File: config.mk
export PLATFORM = sky130hd
export DESIGN_NAME = fetch_unit
export DESIGN_NICKNAME = d
export VERILOG_FILES = /design/src/rtl/fetch_pkg.sv /design/src/rtl/fetch_buffer.sv /design/src/rtl/fetch_unit.sv
export SDC_FILE = /design/constraint.sdc
export NUM_CORES = 1
export LEC_CHECK = 0
export ABC_CLOCK_PERIOD_IN_PS = 2900
export CAP_MARGIN = 15
export CELL_PAD_IN_SITES_DETAIL_PLACEMENT = 1
export CELL_PAD_IN_SITES_GLOBAL_PLACEMENT = 1
export CORE_ASPECT_RATIO = 0.7
export CORE_UTILIZATION = 42
export CTS_BUF_LIST = sky130_fd_sc_hd__clkbuf_2
export CTS_CLUSTER_SIZE = 10
export DETAILED_ROUTE_END_ITERATION = 8
export PLACE_DENSITY = 0.89
export SYNTH_ARGS = -nofsm -noshare
export SYNTH_HDL_FRONTEND = slang
export SYNTH_HIERARCHICAL = 1
export SYNTH_SLANG_ARGS = --single-unit
File: constraint.sdc
create_clock -name clock -period 2.9 [get_ports clock]
set_input_delay 0.58 -clock clock [delete_from_list [all_inputs] [get_ports clock]]
set_output_delay 0.58 -clock clock [all_outputs]
set_load 0.03 [all_outputs]
File: src/rtl/fetch_pkg.sv
// Shared types and constants for the instruction fetch stage.
// Build option: FETCH_BURST_EN selects 4-word bursts; when it is undefined, fetches are single-word.
package fetch_pkg;

   localparam int unsigned XLEN = 32;
   localparam logic [XLEN-1:0] RESET_PC_DEFAULT = 32'h8002_0000;

   localparam logic [1:0] ACC_1W = 2'b00;
   localparam logic [1:0] ACC_4W = 2'b01;

`ifdef FETCH_BURST_EN
   localparam int unsigned BEATS    = 4;
   localparam logic [1:0]  ACC_SIZE = ACC_4W;
`else
   localparam int unsigned BEATS    = 1;
   localparam logic [1:0]  ACC_SIZE = ACC_1W;
`endif

   typedef enum logic [1:0] {IDLE, REQ, RECV, DISCARD} fetch_state_t;

   typedef struct packed {
      logic [XLEN-1:0] pc;
      logic [XLEN-1:0] insn;
   } fetch_entry_t;

endpackage

File: src/rtl/fetch_buffer.sv
// Shift-register FIFO of fetch entries. Entry 0 is the head and drives the outputs straight from flops.
// Ports: clock, reset (sync, active-high), flush_i (drop everything), push_i/push_data_i (enqueue),
//        pop_i (dequeue if head valid), head_o/head_valid_o (registered head), count_o (occupancy).
module fetch_buffer
   import fetch_pkg::*;
#(
   parameter  int unsigned DEPTH = 4,
   localparam int unsigned CNT_W = $clog2(DEPTH + 1)
) (
   input  logic             clock,
   input  logic             reset,
   input  logic             flush_i,
   input  logic             push_i,
   input  fetch_entry_t     push_data_i,
   input  logic             pop_i,
   output fetch_entry_t     head_o,
   output logic             head_valid_o,
   output logic [CNT_W-1:0] count_o
);

   fetch_entry_t     ent_q [DEPTH];
   fetch_entry_t     ent_d [DEPTH];
   logic [DEPTH-1:0] vld_q, vld_d;
   logic [CNT_W-1:0] cnt_q, cnt_d;
   logic [CNT_W-1:0] wr_idx;
   logic             do_pop;
   logic             do_push;

   assign do_pop = pop_i & vld_q[0];

   // Shift on pop, then write the new entry just behind the (post-pop) tail.
   always_comb begin
      ent_d   = ent_q;
      vld_d   = vld_q;
      wr_idx  = cnt_q - CNT_W'(do_pop);
      do_push = push_i && (wr_idx < CNT_W'(DEPTH));
      if (do_pop) begin
         for (int i = 0; i < DEPTH - 1; i++) begin
            ent_d[i] = ent_q[i+1];
            vld_d[i] = vld_q[i+1];
         end
         vld_d[DEPTH-1] = 1'b0;
      end
      if (do_push) begin
         for (int i = 0; i < DEPTH; i++) begin
            if (CNT_W'(i) == wr_idx) begin
               ent_d[i] = push_data_i;
               vld_d[i] = 1'b1;
            end
         end
      end
      cnt_d = cnt_q + CNT_W'(do_push) - CNT_W'(do_pop);
      if (flush_i) begin
         vld_d = '0;
         cnt_d = '0;
      end
   end

   always_ff @(posedge clock) begin
      if (reset) begin
         for (int i = 0; i < DEPTH; i++) ent_q[i] <= '0;
         vld_q <= '0;
         cnt_q <= '0;
      end else begin
         ent_q <= ent_d;
         vld_q <= vld_d;
         cnt_q <= cnt_d;
      end
   end

   assign head_o       = ent_q[0];
   assign head_valid_o = vld_q[0];
   assign count_o      = cnt_q;

endmodule

File: src/rtl/fetch_unit.sv
// Instruction fetch stage: holds the PC, issues read requests, buffers returned words for decode.
// Build option: FETCH_BURST_EN (4-word bursts); when it is undefined, fetches are single-word.
// Ports: clock, reset (sync, active-high), fetch_enable;
//        memory side: mem_req, mem_address, mem_access_size, mem_rw, mem_data_out, mem_data_valid;
//        decode side: insn, insn_pc, insn_valid, insn_ready; redirect_valid, redirect_pc.
module fetch_unit
   import fetch_pkg::*;
#(
   parameter logic [XLEN-1:0] RESET_PC  = RESET_PC_DEFAULT,
   parameter int unsigned     BUF_DEPTH = 4,
   parameter int unsigned     ADDR_W    = XLEN
) (
   input  logic              clock,
   input  logic              reset,
   input  logic              fetch_enable,
   output logic              mem_req,
   output logic [ADDR_W-1:0] mem_address,
   output logic [1:0]        mem_access_size,
   output logic              mem_rw,
   input  logic [ADDR_W-1:0] mem_data_out,
   input  logic              mem_data_valid,
   output logic [ADDR_W-1:0] insn,
   output logic [ADDR_W-1:0] insn_pc,
   output logic              insn_valid,
   input  logic              insn_ready,
   input  logic              redirect_valid,
   input  logic [ADDR_W-1:0] redirect_pc
);

   localparam int unsigned       CNT_W       = $clog2(BUF_DEPTH + 1);
   localparam int unsigned       BEAT_W      = $clog2(BEATS + 1);
   localparam logic [CNT_W-1:0]  FREE_LIMIT  = CNT_W'(BUF_DEPTH - BEATS);
   localparam logic [ADDR_W-1:0] BURST_BYTES = ADDR_W'(4 * BEATS);

   fetch_state_t      state_q, state_d;
   logic [ADDR_W-1:0] pc_q, pc_d;
   logic [ADDR_W-1:0] tag_q, tag_d;
   logic [BEAT_W-1:0] beat_q, beat_d;
   logic              mem_req_q, mem_req_d;
   logic [ADDR_W-1:0] mem_address_q, mem_address_d;
   logic [1:0]        size_q, size_d;

   logic              push;
   fetch_entry_t      push_entry;
   fetch_entry_t      head;
   logic [CNT_W-1:0]  buf_count;
   logic [ADDR_W-1:0] redir_pc;
   logic              last_beat;

   assign redir_pc  = redirect_pc & ~ADDR_W'(3);
   assign last_beat = (beat_q == BEAT_W'(BEATS - 1));

   // beat_q counts received beats in RECV and remaining beats to drop in DISCARD.
   always_comb begin
      state_d       = state_q;
      pc_d          = pc_q;
      tag_d         = tag_q;
      beat_d        = beat_q;
      mem_req_d     = 1'b0;
      mem_address_d = mem_address_q;
      size_d        = size_q;
      push          = 1'b0;
      case (state_q)
         IDLE: begin
            if (!redirect_valid && fetch_enable && (buf_count <= FREE_LIMIT)) begin
               state_d       = REQ;
               mem_req_d     = 1'b1;
               mem_address_d = pc_q;
               size_d        = ACC_SIZE;
            end
         end
         REQ: begin
            tag_d = pc_q;
            if (redirect_valid) begin
               state_d = DISCARD;
               beat_d  = BEAT_W'(BEATS);
            end else begin
               state_d = RECV;
               beat_d  = '0;
            end
         end
         RECV: begin
            if (redirect_valid) begin
               if (mem_data_valid && last_beat) begin
                  state_d = IDLE;
               end else begin
                  state_d = DISCARD;
                  beat_d  = BEAT_W'(BEATS) - beat_q - BEAT_W'(mem_data_valid);
               end
            end else if (mem_data_valid) begin
               push   = 1'b1;
               tag_d  = tag_q + ADDR_W'(4);
               beat_d = beat_q + BEAT_W'(1);
               if (last_beat) begin
                  pc_d    = pc_q + BURST_BYTES;
                  state_d = IDLE;
               end
            end
         end
         DISCARD: begin
            if (mem_data_valid) begin
               beat_d = beat_q - BEAT_W'(1);
               if (beat_q == BEAT_W'(1)) state_d = IDLE;
            end
         end
         default: state_d = IDLE;
      endcase
      if (redirect_valid) pc_d = redir_pc;
   end

   always_ff @(posedge clock) begin
      if (reset) begin
         state_q       <= IDLE;
         pc_q          <= RESET_PC;
         tag_q         <= '0;
         beat_q        <= '0;
         mem_req_q     <= 1'b0;
         mem_address_q <= '0;
         size_q        <= '0;
      end else begin
         state_q       <= state_d;
         pc_q          <= pc_d;
         tag_q         <= tag_d;
         beat_q        <= beat_d;
         mem_req_q     <= mem_req_d;
         mem_address_q <= mem_address_d;
         size_q        <= size_d;
      end
   end

   assign push_entry = '{pc: tag_q, insn: mem_data_out};

   fetch_buffer #(
      .DEPTH(BUF_DEPTH)
   ) u_buf (
      .clock       (clock),
      .reset       (reset),
      .flush_i     (redirect_valid),
      .push_i      (push),
      .push_data_i (push_entry),
      .pop_i       (insn_ready),
      .head_o      (head),
      .head_valid_o(insn_valid),
      .count_o     (buf_count)
   );

   assign mem_req         = mem_req_q;
   assign mem_address     = mem_address_q;
   assign mem_access_size = size_q;
   assign mem_rw          = 1'b1;
   assign insn            = head.insn;
   assign insn_pc         = head.pc;

endmodule

==> out/metrics.csv, run 1 <==
metric;value;unit
Async SR Flop Fraction;0;%
minimum clock period after layout;2.72;ns
critical path arrival;2.14;ns
H-tree Lvls;3;
CTS Buf Count;90;
CP Data Required Time;2.32;ns
CTS tree;done;
Die ar.;43300;sq um
crit path cell chain;clkdlybuf4s50_1;
post-placement cell count;2332;
Via Count;15013;
via count of the first global-routing pass;16290;
Slew Limit Fails;0;
first-pass GRT wire length;88700;microns
final setup vio count;0;
area grow syn2layout;13.7;%
relative slew slack;37.0;%
Reg2Reg Setup Slack;0.26;ns
Die Y;174;microns
Largest stage delay, worst path;0.74;ns
drt wl/cell;22.2;microns
initial DRC count;1163;
Netlist Area Pre-Place;17800;sq um
later-pin clock latency in the skew report;0.95;ns
Synth area leaders;dfxtp_1 (40%), mux2i_1 (14%), a221oi_2 (6.5%);
Final nets;1959;
Mapped Cells;1798;
P_leak;7.38;nW
Worst path slowest cell;clkdlybuf4s50_1;
aggregate global-route resource usage;25.4;%
final hold vios;0;
layout cells sized above 1;14.9;%
Hold WS;0.206;ns
Residual DRC;0;
num ports;171;
CP Buf/Inv Count;1;
number of flops mapped to enable cells by yosys;0;
cell taking the most area after synthesis;dfxtp_1;
Clock Tree Buf Depth;3;
initial antenna violation count;1;
Pwr Density;476;nW/um^2
1st-pass router iterations;5;
sequential area share after synthesis;40.1;%
std cell rows;62;
clk sink count;357;
GP Congestion;0.883;
Core Footprint;41400;sq um
Tot Pwr;9.65;mW
Clock transition at path regs;0.10;ns
MaxCap Viol Count;0;
CP max FO;3;
outcome;finished clean;
Yosys reg bits;357;
Layout Skew;0.0614;ns
Least-Margin Pin Slew;0.945;ns
Ys Warns;6;
kind of end point of the critical path;output pin;
count leader, synth;dfxtp_1;
Detailed Route WL;55100;microns
GR Overflow Total;0;
Post-CTS Resized;0;
Final Core Density;48.9;%
Peak VDD IR;0.243;mV
fmax;368;MHz
post-route fraction of the period consumed by the critical path;93.8;%
Post-DP HPWL;35900;microns
RSZ-0062 raised after global routing;no;
CTS root buffer;clkbuf_2;
Synth top area share;40.1;%
largest net degree at the start of global routing;139;
starting density of the core;43.0;%
post-synth cell types;70;
average cell area after synthesis;9.92;sq um
critical path class;flip-flop to output pin;
CP top delay family;buffers and inverters;
worst min path class;input pin to flip-flop;
DR vias/cell;6.05;
post-route ant nets;0;
non-filler cells, final;2482;
commonest cells in the netlist;dfxtp_1 (357), mux2i_1 (257), nand2b_1 (135);
IO buf count;163;
Top FF cell, synth;dfxtp_1;
Die W;248;microns
CP Launch Type;flip-flop;
[cell usage in the layout, fill, tap and decap left out, types with 18 or more instances in the layout]
cell / count
or4_1: 25
nand4_1: 30
a221oi_1: 115
clkdlybuf4s50_1: 162
nor2b_1: 71
a21oi_1: 57
mux2i_1: 257
clkinv_1: 18
a221oi_2: 77
nor2_1: 48
buf_4: 50
a311oi_1: 20
nand2b_1: 135
nand2_1: 97
nand3_1: 29
dfxtp_1: 357
clkbuf_2: 125
[layer usage]
metal / track usage, % / share of wire (%) / vias up
met2: 43.0 / 50 / 489
met3: 4.48 / 5.3 / 134
met1: 31.7 / 42 / 7544
met4: 10.1 / 2.8 / 0
li1: - / - / 6846
met5: 0 / 0 / -
[cells by family after synthesis]
logic type               after synthesis  synth area share [%]
AO/OA/AOI/OAI                        383                  19.4
XOR/XNOR                              12                 0.632
adder cells (fa/ha/maj)                8                 0.603
buffers and inverters                265                  8.55
flip-flops                           357                  40.1
multiplexers                         257                  14.4
other                                  2                0.0421
AND/OR/NAND/NOR                      514                  16.3
[worst paths after layout]
path,from,endpoint,depth (start not counted)
worst min register to register,mem_address[7],mem_address[7],2
worst max-delay path,u_buf/vld_q[0],insn_valid,1
worst min-delay path,redirect_pc[16],pc_q[16],3
worst max register to register,u_buf/vld_q[0],u_buf/ent_q[191],6
[sequential cells by signal, summed over array words and instances, names as in the netlist]
signal         cells
u_buf/ent_q      192
u_buf/head_o      64
mem_address       30
pc_q              30
tag_q             30
u_buf/vld_q        4
u_buf/count_o      3
state_q            2
beat_q             1
mem_req            1
[area by class of cell]
type / instances / area [sq um]
clock inverter: 23 / 170
timing repair buffer: 229 / 2320
clock buffer: 125 / 626
tap: 544 / 681
antenna: 1 / 2.50
fill: 4710 / 21100
multi-input combinational: 1183 / 9250
inverter: 20 / 76.3
sequential: 357 / 7150
[power by group]
part	switching, mW	total [mW]	internal, mW
sequential	0.150	5.15	5.00
clock	2.12	3.53	1.41
combinational	0.569	0.964	0.395
total	2.84	9.65	6.81
[stage by stage]
step,cell area [sq um],setup WS [ns],TNS (ns)
after floorplan,17900,0.0318,0
after global placement,19500,-0.334,-14.35
after detailed placement,19500,-0.442,-21.32
after CTS,20300,0.0799,0
after global routing,20300,0.0659,0
final,20300,0.180,0
[what timing repair did]
action,in CTS,in global routing
hold buffers,1,0
hold endpoints to repair,1,0
setup buffers,0,0
No activity file was read; power rests on OpenSTA's default activity.
==> run 2: changes to the inputs <==
- GPL_TIMING_DRIVEN: unset -> 0
==> out/metrics.csv, run 2 (synthesis gave the netlist of run 1 again) <==
metric;value;unit;change
CTS Buf Count;91;;+1.1%
Post-DP HPWL;45100;microns;+26%
critical path class;flip-flop to output pin;;
first-pass GRT wire length;96900;microns;+9.3%
Final nets;2140;;+9.2%
Clock Tree Buf Depth;3;;unchanged
Least-Margin Pin Slew;0.960;ns;+0.0144 ns
Clock transition at path regs;0.12;ns;+0.02 ns
critical path arrival;2.25;ns;+0.11 ns
commonest non-fill, non-tap cell in the layout;dfxtp_1;;
largest net degree at the start of global routing;13;;-91%
initial antenna violation count;2;;+1
CTS root buffer;clkbuf_2;;
Largest register FFs;192;;unchanged
starting density of the core;43.0;%;unchanged
drt wl/cell;23.7;microns;+6.6%
1st-pass router iterations;7;;+2
H-tree Lvls;3;;unchanged
DR vias/cell;6.11;;+1.0%
commonest cells after routing, fill and taps aside;dfxtp_1 (356), mux2i_1 (257), clkdlybuf4s50_1 (153), nand2b_1 (135), clkbuf_2 (126);;
via count of the first global-routing pass;17063;;+4.7%
Core Footprint;41400;sq um;unchanged
Layout Skew;0.126;ns;+0.0648 ns
GR Overflow Total;0;;unchanged
fmax;354;MHz;-3.7%
Reg2Reg Setup Slack;0.12;ns;-0.14 ns
Filler Cell Count;4765;;+1.2%
CP max FO;2;;-1
MaxCap Viol Count;0;;unchanged
Die ar.;43300;sq um;unchanged
Hold WS;0.126;ns;-0.0808 ns
IO buf count;162;;-0.61%
worst min path class;input pin to flip-flop;;
Peak VDD IR;0.207;mV;-15%
clk sink count;357;;unchanged
area grow syn2layout;17.7;%;
RSZ-0062 raised after global routing;no;;
CP Data Required Time;2.32;ns;about the same
Die W;248;microns;unchanged
relative slew slack;35.4;%;-1.6 points
Slew Limit Fails;0;;unchanged
P_leak;7.86;nW;+6.6%
CP Launch Type;flip-flop;;
final setup vio count;0;;unchanged
GP Congestion;0.897;;+1.7%
post-route cell area;21000;sq um;+3.5%
post-route fraction of the period consumed by the critical path;97.5;%;+3.7 points
num ports;171;;unchanged
CTS tree;done;;
Pwr Density;454;nW/um^2;-4.5%
Most flops, register;u_buf/ent_q;;
kind of end point of the critical path;output pin;;
minimum clock period after layout;2.83;ns;+0.106 ns
outcome;finished clean;;
total negative slack;0;ns;unchanged
initial DRC count;1303;;+12%
Residual DRC;0;;unchanged
Placed Area;20200;sq um;+3.8%
Die Y;174;microns;unchanged
post-route ant nets;0;;unchanged
Detailed Route WL;63100;microns;+14%
later-pin clock latency in the skew report;1.06;ns;+0.11 ns
std cell rows;62;;unchanged
final hold vios;0;;unchanged
aggregate global-route resource usage;28.5;%;+3.2 points
Via Count;16276;;+8.4%
layout cells sized above 1;17.3;%;+2.4 points
## run 2: cell types whose count changed in the layout (fill, tap and decap cells not counted), sizes merged
cell,previous run,this run
clkbuf,125,216
dlymetal6s2s,0,1
diode,1,2
inv,19,22
clkinv,20,23
clkdlybuf4s50,162,153
buf,66,152
clkinvlp,1,2
dlygate4sd2,0,8
bufinv,3,0
## run 2: timing repair
item / 4_1_cts / 5_1_grt
resized for setup: 12 / 15
endpoints found under the hold margin: 9 / 0
cloned: 0 / 1
setup buffers: 1 / 1
pin swaps: 1 / 2
hold buffers: 1 / 0
setup endpoints to repair: 20 / 97
## run 2: worst paths after layout
kind                      endpoint  cells after the start        startpoint
hold / removal     u_buf/ent_q[34]                      3             reset
setup reg to reg  u_buf/count_o[2]                     12        state_q[1]
setup / recovery        insn_pc[8]                      2  u_buf/head_o[40]
hold reg to reg    mem_address[23]                      2   mem_address[23]
## run 2: per-layer routing
metal  vias up  global-route usage, %  part of all wire, %
li1       7234                      -                    -
met4         0                   11.0                  2.8
met2       645                   43.5                   45
met5         -                      0                    0
met1      8250                   39.0                   44
met3       147                   6.18                  7.4
## run 2: power breakdown
group	switching, mW	internal [mW]	leakage (nW)	total [mW]
clock network	2.18	1.13	0.559	3.31
registers	0.150	5.00	2.89	5.15
logic	0.654	0.416	4.42	1.07
total	2.98	6.55	7.86	9.53
## run 2: area by class of cell
class | count | area (sq um) | share of cell area [%]
Antenna cell | 2 | 5.00 | 0.0238
Buffer | 243 | 1460 | 6.95
Clock buffer | 122 | 611 | 2.91
Clock inverter | 27 | 111 | 0.530
Inverter | 20 | 82.6 | 0.393
Multi-Input combinational cell | 1183 | 9230 | 44.0
Sequential cell | 357 | 7150 | 34.1
Tap cell | 544 | 681 | 3.24
Timing Repair Buffer | 166 | 1660 | 7.93
## run 2: per-stage QoR
stage	total power, mW	util (%)	setup slack (ns)	cells
after CTS	9.55	50.6	-0.0431	2662
after global routing	9.90	50.7	0.00768	2664
after floorplan	5.84	-	0.0318	1805
after detailed placement	6.30	48.8	-1.09	2511
final	9.53	50.7	0.0738	2664
after global placement	6.25	48.8	-0.954	2511
## run 2: critical path: stages (launching register included)
cell	delay, ns
dfxtp_1	0.41
buf_4	0.13
clkdlybuf4s50_1	0.65
==> run 3: changes to the inputs <==
- CORE_ASPECT_RATIO: 0.7 -> unset
==> out/metrics.csv, run 3 (synthesis gave the netlist of run 1 again) <==
metric;value;unit;change
Most flops, register;u_buf/ent_q;;
Filler Cell Count;4795;;+0.63%
MaxCap Viol Count;0;;unchanged
critical path arrival;3.81;ns;+1.56 ns
Die ar.;43300;sq um;about the same
GR Overflow Total;0;;unchanged
P_leak;8.21;nW;+4.4%
std cell rows;75;;+21%
RSZ-0062 raised after global routing;yes;;
Least-Margin Pin Slew;0.881;ns;-0.0787 ns
final setup vio count;0;;unchanged
post-placement cell count;2506;;-0.20%
via count of the first global-routing pass;17266;;+1.2%
CP max FO;11;;+9
Final Core Density;50.3;%;-0.40 points
relative slew slack;41.3;%;+5.8 points
fmax;352;MHz;-0.45%
drt wl/cell;22.6;microns;-4.6%
clk sink count;357;;unchanged
final hold vios;0;;unchanged
minimum clock period after layout;2.84;ns;+0.0128 ns
Post-DP HPWL;42300;microns;-6.2%
Residual DRC;2;;+2
Slew Limit Fails;0;;unchanged
layout cells sized above 1;17.7;%;+0.41 points
Largest register FFs;192;;unchanged
GP Congestion;0.878;;-2.2%
num ports;171;;unchanged
non-filler cells, final;2669;;+0.19%
DR vias/cell;5.98;;-2.1%
Layout Skew;0.0976;ns;-0.0286 ns
multi-input logic area;9250;sq um;+0.27%
met3 wire len;3400;microns;-28%
total negative slack;0;ns;unchanged
Clock transition at path regs;0.10;ns;-0.02 ns
flip-flop and latch area;7150;sq um;unchanged
initial DRC count;912;;-30%
Peak VDD IR;0.212;mV;+2.5%
Reg2Reg Setup Slack;0.06;ns;-0.06 ns
post-route cell area;21100;sq um;+0.45%
Final nets;2142;;+0.093%
post-route ant nets;0;;unchanged
H-tree Lvls;3;;unchanged
area grow syn2layout;18.3;%;
hold_sp;mem_data_out[20];;
commonest non-fill, non-tap cell in the layout;dfxtp_1;;
critical path class;flip-flop to flip-flop;;
Placed Area;20200;sq um;about the same
hold path endpoint;u_buf/ent_q[20];;
Pwr Density;461;nW/um^2;+1.5%
cells on worst reg2reg path;15;;+3
initial antenna violation count;2;;unchanged
Via Count;15961;;-1.9%
failing checks;design-rule violations;;
met2 wire len;30100;microns;+5.1%
1st-pass router iterations;7;;unchanged
max layer used;met4;;
reg2reg start;u_buf/vld_q[0];;
Hold Path Stages;3;;unchanged
commonest cells after routing, fill and taps aside;dfxtp_1 (356), mux2i_1 (257), nand2b_1 (135), clkbuf_2 (133), clkdlybuf4s50_1 (124);;
CTS tree;done;;
outcome;complete, but fails checks;;
post-route fraction of the period consumed by the critical path;97.9;%;+0.44 points
largest net degree at the start of global routing;15;;+2
Detailed Route WL;60300;microns;-4.5%
Core Footprint;41900;sq um;+1.3%
Clock Tree Buf Depth;3;;unchanged
kind of end point of the critical path;flip-flop;;
CTS Buf Count;93;;+2.2%
Die W;208;microns;-16%
starting density of the core;42.5;%;-0.54 points
aggregate global-route resource usage;27.3;%;-1.2 points
IO buf count;162;;unchanged
later-pin clock latency in the skew report;1.12;ns;+0.06 ns
Die Y;208;microns;+19%
CTS root buffer;clkbuf_2;;
first-pass GRT wire length;94800;microns;-2.2%
worst min path class;input pin to flip-flop;;
CP Data Required Time;3.87;ns;+1.55 ns
DRT met1 WL;25000;microns;-11%
CP Launch Type;flip-flop;;
reg-to-reg endpoint;u_buf/count_o[2];;
-- run 3: changes by cell type in the layout (fill, tap and decap cells not counted), sizes merged --
cell           previous run  this run
bufinv                    0         1
clkinvlp                  2         0
clkbuf                  216       226
dlymetal6s2s              1        12
diode                     2         5
clkinv                   23        21
clkdlybuf4s50           153       124
dlygate4sd2               8        26
-- run 3: how the worst max path moves through the flow --
stage / from / endpoint / depth (start not counted)
2_1_floorplan: insn_ready / u_buf/count_o[2] / 15
3_3_place_gp: redirect_valid / u_buf/count_o[2] / 13
3_5_place_dp: redirect_valid / u_buf/count_o[2] / 13
4_1_cts: state_q[0] / u_buf/count_o[2] / 12
5_1_grt: u_buf/head_o[3] / insn[3] / 2
6_report: u_buf/vld_q[0] / u_buf/count_o[2] / 15
-- run 3: timing repair --
item / CTS / global route
endpoints found under the hold margin: 16 / 0
setup buffers: 1 / 0
pin swaps: 2 / 1
endpoints found under the setup margin: 29 / 19
resized for setup: 37 / 15
hold buffers: 1 / 0
cloned: 0 / 0
-- run 3: routing by layer --
metal	track usage, %	up-vias
met3	5.58	139
met5	0	-
met1	32.2	7979
met4	11.7	0
li1	-	7233
met2	47.8	610
-- run 3: cell type report --
| class | instances | share of cell area (%) |
|---|---|---|
| flip-flops and latches | 357 | 33.9 |
| well taps | 539 | 3.20 |
| inverters | 20 | 0.380 |
| clock buffers | 132 | 3.13 |
| repair buffers | 164 | 7.76 |
| plain buffers | 245 | 7.01 |
| diodes | 5 | 0.0593 |
| clock inverters | 24 | 0.665 |
| multi-input cells | 1183 | 43.9 |
-- run 3: per-stage QoR --
stage	hold slack, ns	total power, mW	worst slack (ns)
finish	0.0926	9.72	0.0610
global route	-0.0148	10.1	-0.0492
CTS	0.0154	9.79	0.00178
detailed placement	0.454	6.28	-1.15
global placement	0.449	6.24	-1.02
floorplan	0.437	5.84	0.0318
-- run 3: worst max-delay path, cell delays in order (launching register included) --
cell,delay (ns)
dfxtp_4,0.39
nand2_8,0.11
inv_4,0.05
buf_12,0.15
buf_12,0.15
ha_4,0.16
ha_4,0.17
xnor2_4,0.17
nand2_1,0.08
ha_1,0.29
inv_1,0.05
ha_1,0.19
fa_2,0.36
xnor2_2,0.19
xnor2_2,0.14
nor2_1,0.06
-- run 3: where the power goes --
group	total, mW	internal, mW	switching [mW]
clock network	3.53	1.32	2.21
registers	5.15	5.00	0.150
logic	1.04	0.411	0.632
